### src/rtl/key_ctrl_57_pkg.sv
// rtl/key_ctrl_57_pkg.sv - shared state and field-select encodings for the key controller
package key_ctrl_57_pkg;

  typedef enum logic [1:0] {
    ST_RUN  = 2'd0,
    ST_EDIT = 2'd1,
    ST_WEEK = 2'd2
  } state_t;

  localparam logic [2:0] SEL_NONE = 3'b000;
  localparam logic [2:0] SEL_SEC  = 3'b001;
  localparam logic [2:0] SEL_MIN  = 3'b010;
  localparam logic [2:0] SEL_HOUR = 3'b100;

  // sec -> min -> hour -> sec
  function automatic logic [2:0] rotate_sel(input logic [2:0] sel);
    return {sel[1:0], sel[2]};
  endfunction

endpackage

### src/rtl/key_debounce_57.sv
// rtl/key_debounce_57.sv - 2-FF synchroniser, stable-count debounce and one-cycle press pulse
module key_debounce_57 #(
  parameter int DEBOUNCE_CYC = 20
) (
  input  logic clk_57,
  input  logic rst_57,
  input  logic key_raw,
  output logic key_level,
  output logic key_press
);

  localparam int CW = $clog2(DEBOUNCE_CYC + 1);

  logic          sync_q1;
  logic          sync_q2;
  logic [CW-1:0] cnt;
  logic          flip;

  // The DEBOUNCE_CYC-th consecutive differing cycle flips the level instead of counting on
  assign flip = (sync_q2 != key_level) && (cnt == CW'(DEBOUNCE_CYC - 1));

  always_ff @(posedge clk_57) begin
    if (rst_57) begin
      sync_q1   <= 1'b0;
      sync_q2   <= 1'b0;
      cnt       <= '0;
      key_level <= 1'b0;
      key_press <= 1'b0;
    end else begin
      sync_q1   <= key_raw;
      sync_q2   <= sync_q1;
      key_press <= flip && !key_level;
      if (sync_q2 == key_level) begin
        cnt <= '0;
      end else if (flip) begin
        cnt       <= '0;
        key_level <= ~key_level;
      end else begin
        cnt <= cnt + 1'b1;
      end
    end
  end

endmodule

### src/rtl/key_ctrl_57.sv
// rtl/key_ctrl_57.sv - front-panel key debounce, mode/edit FSM and up-key auto-repeat
module key_ctrl_57
  import key_ctrl_57_pkg::*;
#(
  parameter int DEBOUNCE_CYC = 20,
  parameter int REPEAT_DLY   = 500,
  parameter int REPEAT_PER   = 100
) (
  input  logic       clk_57,
  input  logic       rst_57,
  input  logic       key_mode_57,
  input  logic       key_next_57,
  input  logic       key_up_57,
  output logic       time_model_57,
  output logic       shine_e_57,
  output logic [2:0] select_57,
  output logic       week_e_57,
  output logic       inc_sec_57,
  output logic       inc_min_57,
  output logic       inc_hour_57
);

  localparam int HW = $clog2(REPEAT_DLY + 1);
  localparam int PW = $clog2(REPEAT_PER + 1);

  logic mode_level, mode_press;
  logic next_level, next_press;
  logic up_level, up_press;
  logic unused_levels;

  key_debounce_57 #(.DEBOUNCE_CYC(DEBOUNCE_CYC)) u_mode (
    .clk_57(clk_57), .rst_57(rst_57), .key_raw(key_mode_57),
    .key_level(mode_level), .key_press(mode_press)
  );

  key_debounce_57 #(.DEBOUNCE_CYC(DEBOUNCE_CYC)) u_next (
    .clk_57(clk_57), .rst_57(rst_57), .key_raw(key_next_57),
    .key_level(next_level), .key_press(next_press)
  );

  key_debounce_57 #(.DEBOUNCE_CYC(DEBOUNCE_CYC)) u_up (
    .clk_57(clk_57), .rst_57(rst_57), .key_raw(key_up_57),
    .key_level(up_level), .key_press(up_press)
  );

  // Only the up key needs its held level (for auto-repeat)
  assign unused_levels = mode_level ^ next_level;

  state_t        state_q, state_d;
  logic [2:0]    sel_d;
  logic [HW-1:0] hold_q, hold_d;
  logic [PW-1:0] per_q, per_d;
  logic          rep_fire;
  logic          up_ev;

  always_ff @(posedge clk_57) begin
    if (rst_57) begin
      state_q       <= ST_RUN;
      hold_q        <= '0;
      per_q         <= '0;
      time_model_57 <= 1'b1;
      shine_e_57    <= 1'b0;
      select_57     <= SEL_NONE;
      week_e_57     <= 1'b0;
      inc_sec_57    <= 1'b0;
      inc_min_57    <= 1'b0;
      inc_hour_57   <= 1'b0;
    end else begin
      state_q       <= state_d;
      hold_q        <= hold_d;
      per_q         <= per_d;
      time_model_57 <= (state_d != ST_WEEK);
      shine_e_57    <= (state_d == ST_EDIT);
      select_57     <= sel_d;
      week_e_57     <= (state_d == ST_WEEK);
      inc_sec_57    <= up_ev && (select_57 == SEL_SEC);
      inc_min_57    <= up_ev && (select_57 == SEL_MIN);
      inc_hour_57   <= up_ev && (select_57 == SEL_HOUR);
    end
  end

  // hold_q tracks the hold offset from the press; once it parks at REPEAT_DLY, per_q paces repeats
  assign rep_fire = up_level && (hold_q == HW'(REPEAT_DLY)) && (per_q == '0);

  always_comb begin
    state_d = state_q;
    sel_d   = select_57;
    hold_d  = hold_q;
    per_d   = per_q;
    up_ev   = 1'b0;

    case (state_q)
      ST_RUN: begin
        if (mode_press) begin
          state_d = ST_EDIT;
          sel_d   = SEL_SEC;
        end
      end
      ST_EDIT: begin
        if (mode_press) begin
          state_d = ST_WEEK;
          sel_d   = SEL_NONE;
        end else begin
          up_ev = up_press || rep_fire;
          if (next_press) begin
            sel_d = rotate_sel(select_57);
          end
        end
      end
      ST_WEEK: begin
        if (mode_press) begin
          state_d = ST_RUN;
        end
      end
      default: begin
        state_d = ST_RUN;
        sel_d   = SEL_NONE;
      end
    endcase

    if ((state_d != ST_EDIT) || !up_level) begin
      hold_d = '0;
      per_d  = '0;
    end else if ((state_q == ST_EDIT) && up_press) begin
      hold_d = HW'(1);
      per_d  = '0;
    end else if (hold_q != '0) begin
      if (hold_q != HW'(REPEAT_DLY)) begin
        hold_d = hold_q + 1'b1;
      end else if (per_q == PW'(REPEAT_PER - 1)) begin
        per_d = '0;
      end else begin
        per_d = per_q + 1'b1;
      end
    end
  end

endmodule

### config.mk
export PLATFORM = sky130hd
export DESIGN_NAME = key_ctrl_57
export DESIGN_NICKNAME = d
export VERILOG_FILES = /design/src/rtl/key_ctrl_57_pkg.sv /design/src/rtl/key_debounce_57.sv /design/src/rtl/key_ctrl_57.sv
export SDC_FILE = /design/constraint.sdc
export NUM_CORES = 1
export LEC_CHECK = 0
export CORE_ASPECT_RATIO = 0.75
export CORE_MARGIN = 8
export CORE_UTILIZATION = 35
export DETAILED_ROUTE_END_ITERATION = 10
export HOLD_SLACK_MARGIN = 0.02
export PLACE_DENSITY = 0.6
export SYNTH_ARGS = -nofsm -noshare
export SYNTH_HDL_FRONTEND = slang
export SYNTH_SLANG_ARGS = --single-unit
### constraint.sdc
create_clock -name clk_57 -period 3.3 [get_ports clk_57]
set_input_delay 0.66 -clock clk_57 [delete_from_list [all_inputs] [get_ports clk_57]]
set_output_delay 0.66 -clock clk_57 [all_outputs]
set_load 0.01 [all_outputs]
=== Yosys cells after proc, flatten, opt, wreduce, memory -nomap -nowiden ===
Cells that the tools add are included.

* Bits in registers: 54
* Input bits: 5
* Output and inout bits: 9
* Logic and storage cells: 110

* Add/subtract/negate cells: 5
* Equal/unequal tests: 23
* Multiplexer cells: 14
* Bitwise gates (word level): 8
* Reductions and logical operators: 34

{| class="wikitable"
|+ Operators with widths
! cell !! number
|-
| adder 5 x 1 -> 5 bit (second input constant) || 3
|-
| equality test 5 bit (second input constant) || 3
|-
| logical AND 1 bit || 12
|-
| AND reduction 2 bit || 6
|-
| OR reduction 3 bit || 4
|-
| adder 9 x 1 -> 9 bit (second input constant) || 1
|-
| equality test 9 bit (second input constant) || 1
|-
| 2-to-1 mux 3 bit || 3
|-
| != test 9 bit (second input constant) || 1
|-
| one-hot mux 3 bit (3 select lines) || 1
|-
| nonzero test 9 bit || 1
|-
| inverter 1 bit || 8
|-
| adder 7 x 1 -> 7 bit (second input constant) || 1
|-
| equality test 7 bit (second input constant) || 1
|-
| zero test 7 bit || 1
|-
| 2-to-1 mux 7 bit || 1
|-
| 2-to-1 mux 2 bit || 3
|-
| one-hot mux 2 bit (3 select lines) || 1
|-
| 2-to-1 mux 1 bit || 5
|-
| equality test 2 x 1 -> 1 bit (second input constant) || 2
|-
| equality test 2 bit (second input constant) || 2
|-
| != test 2 x 1 -> 1 bit (second input constant) || 2
|-
| nonzero test 2 bit || 2
|-
| equality test 1 bit || 3
|-
| other kinds (11) || 16
|}

=== Depth between registers and ports, before layout ===
* Depth in word-level cells: 7
* Depth in mapped cells: 6
* Depth with buffers taken out: 6

=== Hierarchy ===
Synthesis repeated with hierarchy kept, for this count alone.

* Cells, all modules: 248
* Area total of the unflattened synthesis: 2419.8 µm²

{| class="wikitable"
|+ Modules (own cells, without submodules)
! module !! times used !! cells each !! area each (µm²) !! seq. area each (µm²)
|-
| key_ctrl_57 || 1 || 149 || 1331.3 || 540.5
|-
| key_debounce_57 || 3 || 33 || 362.8 || 180.2
|}

=== Worst setup path after synthesis ===
OpenSTA, ideal clock, no wires.

* Path kind: register to register
* Start: reg per_q[0]
* End: reg inc_min_57
* Setup time: 0.087 ns
* Arrival time: 1.484 ns
* Required time: 3.213 ns
* Setup slack: 1.728 ns
* Cell stages (with the launch flop): 7
* Path buffers: 0
* Clock period less this slack: 1.572 ns
* Cells stage by stage: dfxtp_1 inv_1 ha_1 or4bb_1 nor4_4 o21ai_2 nor4b_2

* Longest elaborated chain between the ends: 6

{| class="wikitable"
|+ Ends and longest elaborated chain
! element !! line !! text
|-
| start: declaration || key_ctrl_57.sv:52 || <nowiki>logic [PW-1:0] per_q, per_d;</nowiki>
|-
| start signal: assignment || key_ctrl_57.sv:71 || <nowiki>per_q <= per_d;</nowiki>
|-
| zero test 7 bit || key_ctrl_57.sv:83 || <nowiki>assign rep_fire = up_level && (hold_q == HW'(REPEAT_DLY)) && (per_q == '0);</nowiki>
|-
| logical AND 1 bit || key_ctrl_57.sv:83 ||
|-
| logical OR 1 bit || key_ctrl_57.sv:104 || <nowiki>up_ev = up_press || rep_fire;</nowiki>
|-
| 2-to-1 mux 1 bit || key_ctrl_57.sv:100 || <nowiki>if (mode_press) begin</nowiki>
|-
| 2-to-1 mux 1 bit || key_ctrl_57.sv:92 || <nowiki>case (state_q)</nowiki>
|-
| logical AND 1 bit || key_ctrl_57.sv:77 || <nowiki>inc_min_57 <= up_ev && (select_57 == SEL_MIN);</nowiki>
|-
| end signal: assignment || key_ctrl_57.sv:77 ||
|-
| end: declaration || key_ctrl_57.sv:19 || <nowiki>output logic inc_min_57,</nowiki>
|}

Every way passes these cells.
A chain may end at the register's enable or synchronous reset.

=== Worst setup path after layout ===
* Start: reg select_57[2]
* End: out select_57[2]

{| class="wikitable"
|+ RTL lines
! element !! line !! text
|-
| start: declaration || key_ctrl_57.sv:16 || <nowiki>output logic [2:0] select_57,</nowiki>
|-
| start signal: assignment || key_ctrl_57.sv:74 || <nowiki>select_57 <= sel_d;</nowiki>
|}

No word-level cell between the ends.

==> flow_metrics.env <==
export IMPL_grt_use_total_pct=8.97
export IMPL_final_cell_count_no_fill=337
export IMPL_seq_area_frac_synth_pct=47.0
export IMPL_max_freq_mhz=493
export IMPL_worst_slack_ns=1.27
export IMPL_slowest_delay_ns=0.59
export IMPL_synth_xor_area_share_pct=8.76
export IMPL_slew_headroom_pct=60.6
export IMPL_endpoint_kind="primary output"
export IMPL_clk_pin_slew_ns=0.09
export IMPL_tritoncts="built"
export IMPL_synth_top_cell_by_area="dfxtp_1"
export IMPL_synth_cells=241
export IMPL_fillers=654
export IMPL_path_cells="clkdlybuf4s50_1"
export IMPL_ir_drop_mv=0.169
export IMPL_synthToLayoutAreaGrowth_pct=12.8
export IMPL_gr_total_overflow=0
export IMPL_postRouteAntennaNets=0
export IMPL_drive_gt1_share_pct=7.81
export IMPL_synth_nets=253
export IMPL_power_mw=1.03
export IMPL_hold_violations=0
export IMPL_setup_viol=0
export IMPL_gp_congestion=0.792
export IMPL_arrival_ns=1.37
export IMPL_crit_buf_inv=1
export IMPL_netlist_area_leader_share_pct=47.0
export IMPL_ctsRootBufferMaster="clkbuf_8"
export IMPL_switching_share_pct=21.3
export IMPL_fin_nets=268
export IMPL_slew_violations=0
export IMPL_dieWidth_um=110
export IMPL_die_area_um2=9440
export IMPL_num_antenna_cells=0
export IMPL_syn_area_per_cell_um2=9.54
export IMPL_post_cts_resized=0
export IMPL_power_share_clock_pct=34.5
export IMPL_yosys_area_share_simple_pct=28.8
export IMPL_async_flop_share_pct=0
export IMPL_final_setup_tns_ns=0
export IMPL_dp_cells=330
export IMPL_coreArea_um2=6320
export IMPL_path_max_fanout=7
export IMPL_synth_edf_count=0
export IMPL_ys_warn_count=0
export IMPL_path_class="flip-flop to primary output"
export IMPL_rsz0062_at_grt="no"
export IMPL_post_route_min_period_ns=2.03
export IMPL_power_switching_mw=0.220
export IMPL_max_slew_worst_pin_slew_ns=0.586
export IMPL_pre_cts_ws_ns=1.21
export IMPL_ys_ff_latch=54
export IMPL_cts_buffer_depth=2
export IMPL_clk_latency_ns=0.30
export IMPL_grt_pass1_wl_um=6950
export IMPL_p_comb_share_pct=1.6
export IMPL_syn_area_um2=2300
export IMPL_ctsHoldBuffers=0
export IMPL_rows=25
export IMPL_synth_area_leaders="dfxtp_1 (47%), xnor2_1 (6.5%), nor2_1 (5.9%), ha_1 (3.8%), nand3_1 (3.3%)"
export IMPL_numCtsBuffers=5
export IMPL_drc=0
export IMPL_ys_types=46
export IMPL_synth_adder_area_share_pct=3.81
export IMPL_outcome="complete, no violations"
export IMPL_drtPass1Iterations=4
export IMPL_clock_sinks=54
export IMPL_power_frac_seq_pct=63.9
export IMPL_synth_compound_area_share_pct=6.21
export IMPL_grt_max_degree=24
export IMPL_intPower_mw=0.810
export IMPL_skew_ns=0.00666
export IMPL_grt_pass1_vias=1502
export IMPL_cp_slowest_cell="clkdlybuf4s50_1"
export IMPL_ys_flop_type="dfxtp_1"
export IMPL_mostFrequentLayoutCell="dfxtp_1"
export IMPL_p_leak_nw=0.826
export IMPL_final_cell_mix="dfxtp_1 (54), nor2_1 (36), xnor2_1 (17)"
export IMPL_max_cap_viol_count=0
export IMPL_wl_per_cell_um=11.6
export IMPL_hold_class="flip-flop to flip-flop"
export IMPL_antenna_found_initial=0
export IMPL_ios=14
export IMPL_min_period_over_period_pct=61.5
export IMPL_start_util_pct=36.4
export IMPL_required_ns=2.64
export IMPL_muxShareOfSynthArea_pct=2.23
export IMPL_routed_wl_um=3900
export IMPL_io_buffers=13
export IMPL_drtIter0Drc=92
export IMPL_vias=1604
export IMPL_powerDensity_nw_per_um2=397
export IMPL_dp_hpwl_um=2740
export IMPL_synth_top_family_by_area="simple AND/OR/NAND/NOR gates"
export IMPL_vias_per_cell=4.76
export IMPL_critPathTopFamily="buffers and inverters"
export IMPL_htree_num_levels=2
export IMPL_cts_setup_buffers=0
export IMPL_die_h_um=86.2
export IMPL_cp_start_kind="flip-flop"
-- metal layers --
| layer | global-route usage, % | part of all wire, % | vias to the layer above |
|---|---|---|---|
| met4 | 4.03 | 1.5 | 0 |
| met3 | 2.30 | 3.9 | 5 |
| met1 | 12.7 | 56 | 722 |
| met5 | 0 | 0 | - |
| li1 | - | - | 854 |
| met2 | 12.3 | 39 | 23 |
-- power by group through the flow --
stage	Sequential, mW	Combinational [mW]	Clock [mW]
after floorplan	0.673	0.00921	0
after global placement	0.673	0.0171	0
after detailed placement	0.673	0.0169	0
after CTS	0.658	0.0170	0.377
after global routing	0.659	0.0192	0.397
final	0.658	0.0167	0.355
-- worst reg2reg max path: cells and delay by family (launching register included) --
family / cells / cell delay [ns]
buffers and inverters: 1 / 0.09
adder cells (fa/ha/maj): 1 / 0.19
flip-flops: 1 / 0.38
AND/OR/NAND/NOR: 3 / 0.74
AO/OA/AOI/OAI: 1 / 0.27
-- sequential cells by signal, summed over array words and instances, names as in the netlist, 2 cells and up --
signal	count
state_q	2
select_57	3
u_up.cnt	5
u_mode.cnt	5
per_q	7
u_next.cnt	5
hold_q	9
-- through the flow --
step	instance area [um^2]	util, %	hold slack (ns)
after floorplan	2300	-	0.414
after global routing	2590	41.0	0.471
after global placement	2510	39.7	0.419
after detailed placement	2510	39.7	0.426
final	2590	41.0	0.445
after CTS	2590	41.0	0.448
-- cells in the mapped netlist, types with 3 or more instances --
library cell and number:
nand4_1 3, ha_1 7, nor4bb_1 3, nand3_1 15, nand2b_1 3, nor2b_1 11, nor4b_1 3, xor2_1 6
or3_1 4, nor3_1 10, nor4_1 3, buf_2 4, mux2i_1 4, a21oi_1 5, nand2_1 7, o21ai_1 4
inv_1 11, xnor2_1 17, dfxtp_1 54, nor2_1 36
-- worst paths after layout --
kind / start / end / slack, ns / cells past startpoint
worst max-delay path: select_57[2] / select_57[2] / 1.27 / 1
worst min-delay path: u_up.sync_q1 / u_up.sync_q2 / 0.45 / 1
worst max register to register: hold_q[0] / per_q[6] / 1.51 / 6
worst min register to register: u_up.sync_q1 / u_up.sync_q2 / 0.45 / 1
-- layout make-up --
| cell class | instances | area, um^2 | area share (%) |
|---|---|---|---|
| timing repair buffer | 14 | 138 | 5.31 |
| multi-input combinational | 169 | 1140 | 44.1 |
| sequential | 54 | 1080 | 41.7 |
| clock buffer | 5 | 68.8 | 2.65 |
| clock inverter | 2 | 15.0 | 0.579 |
| inverter | 12 | 45.0 | 1.74 |
| tap | 81 | 101 | 3.91 |
-- kinds of logic after synthesis --
group | after synthesis
AOI/OAI and AO/OA | 21
xor gates and xnor gates | 23
adders and majority gates | 7
buffers and inverters | 18
DFF | 54
muxes | 5
and+or+nand+nor | 113
No activity file was read; power rests on OpenSTA's default activity.
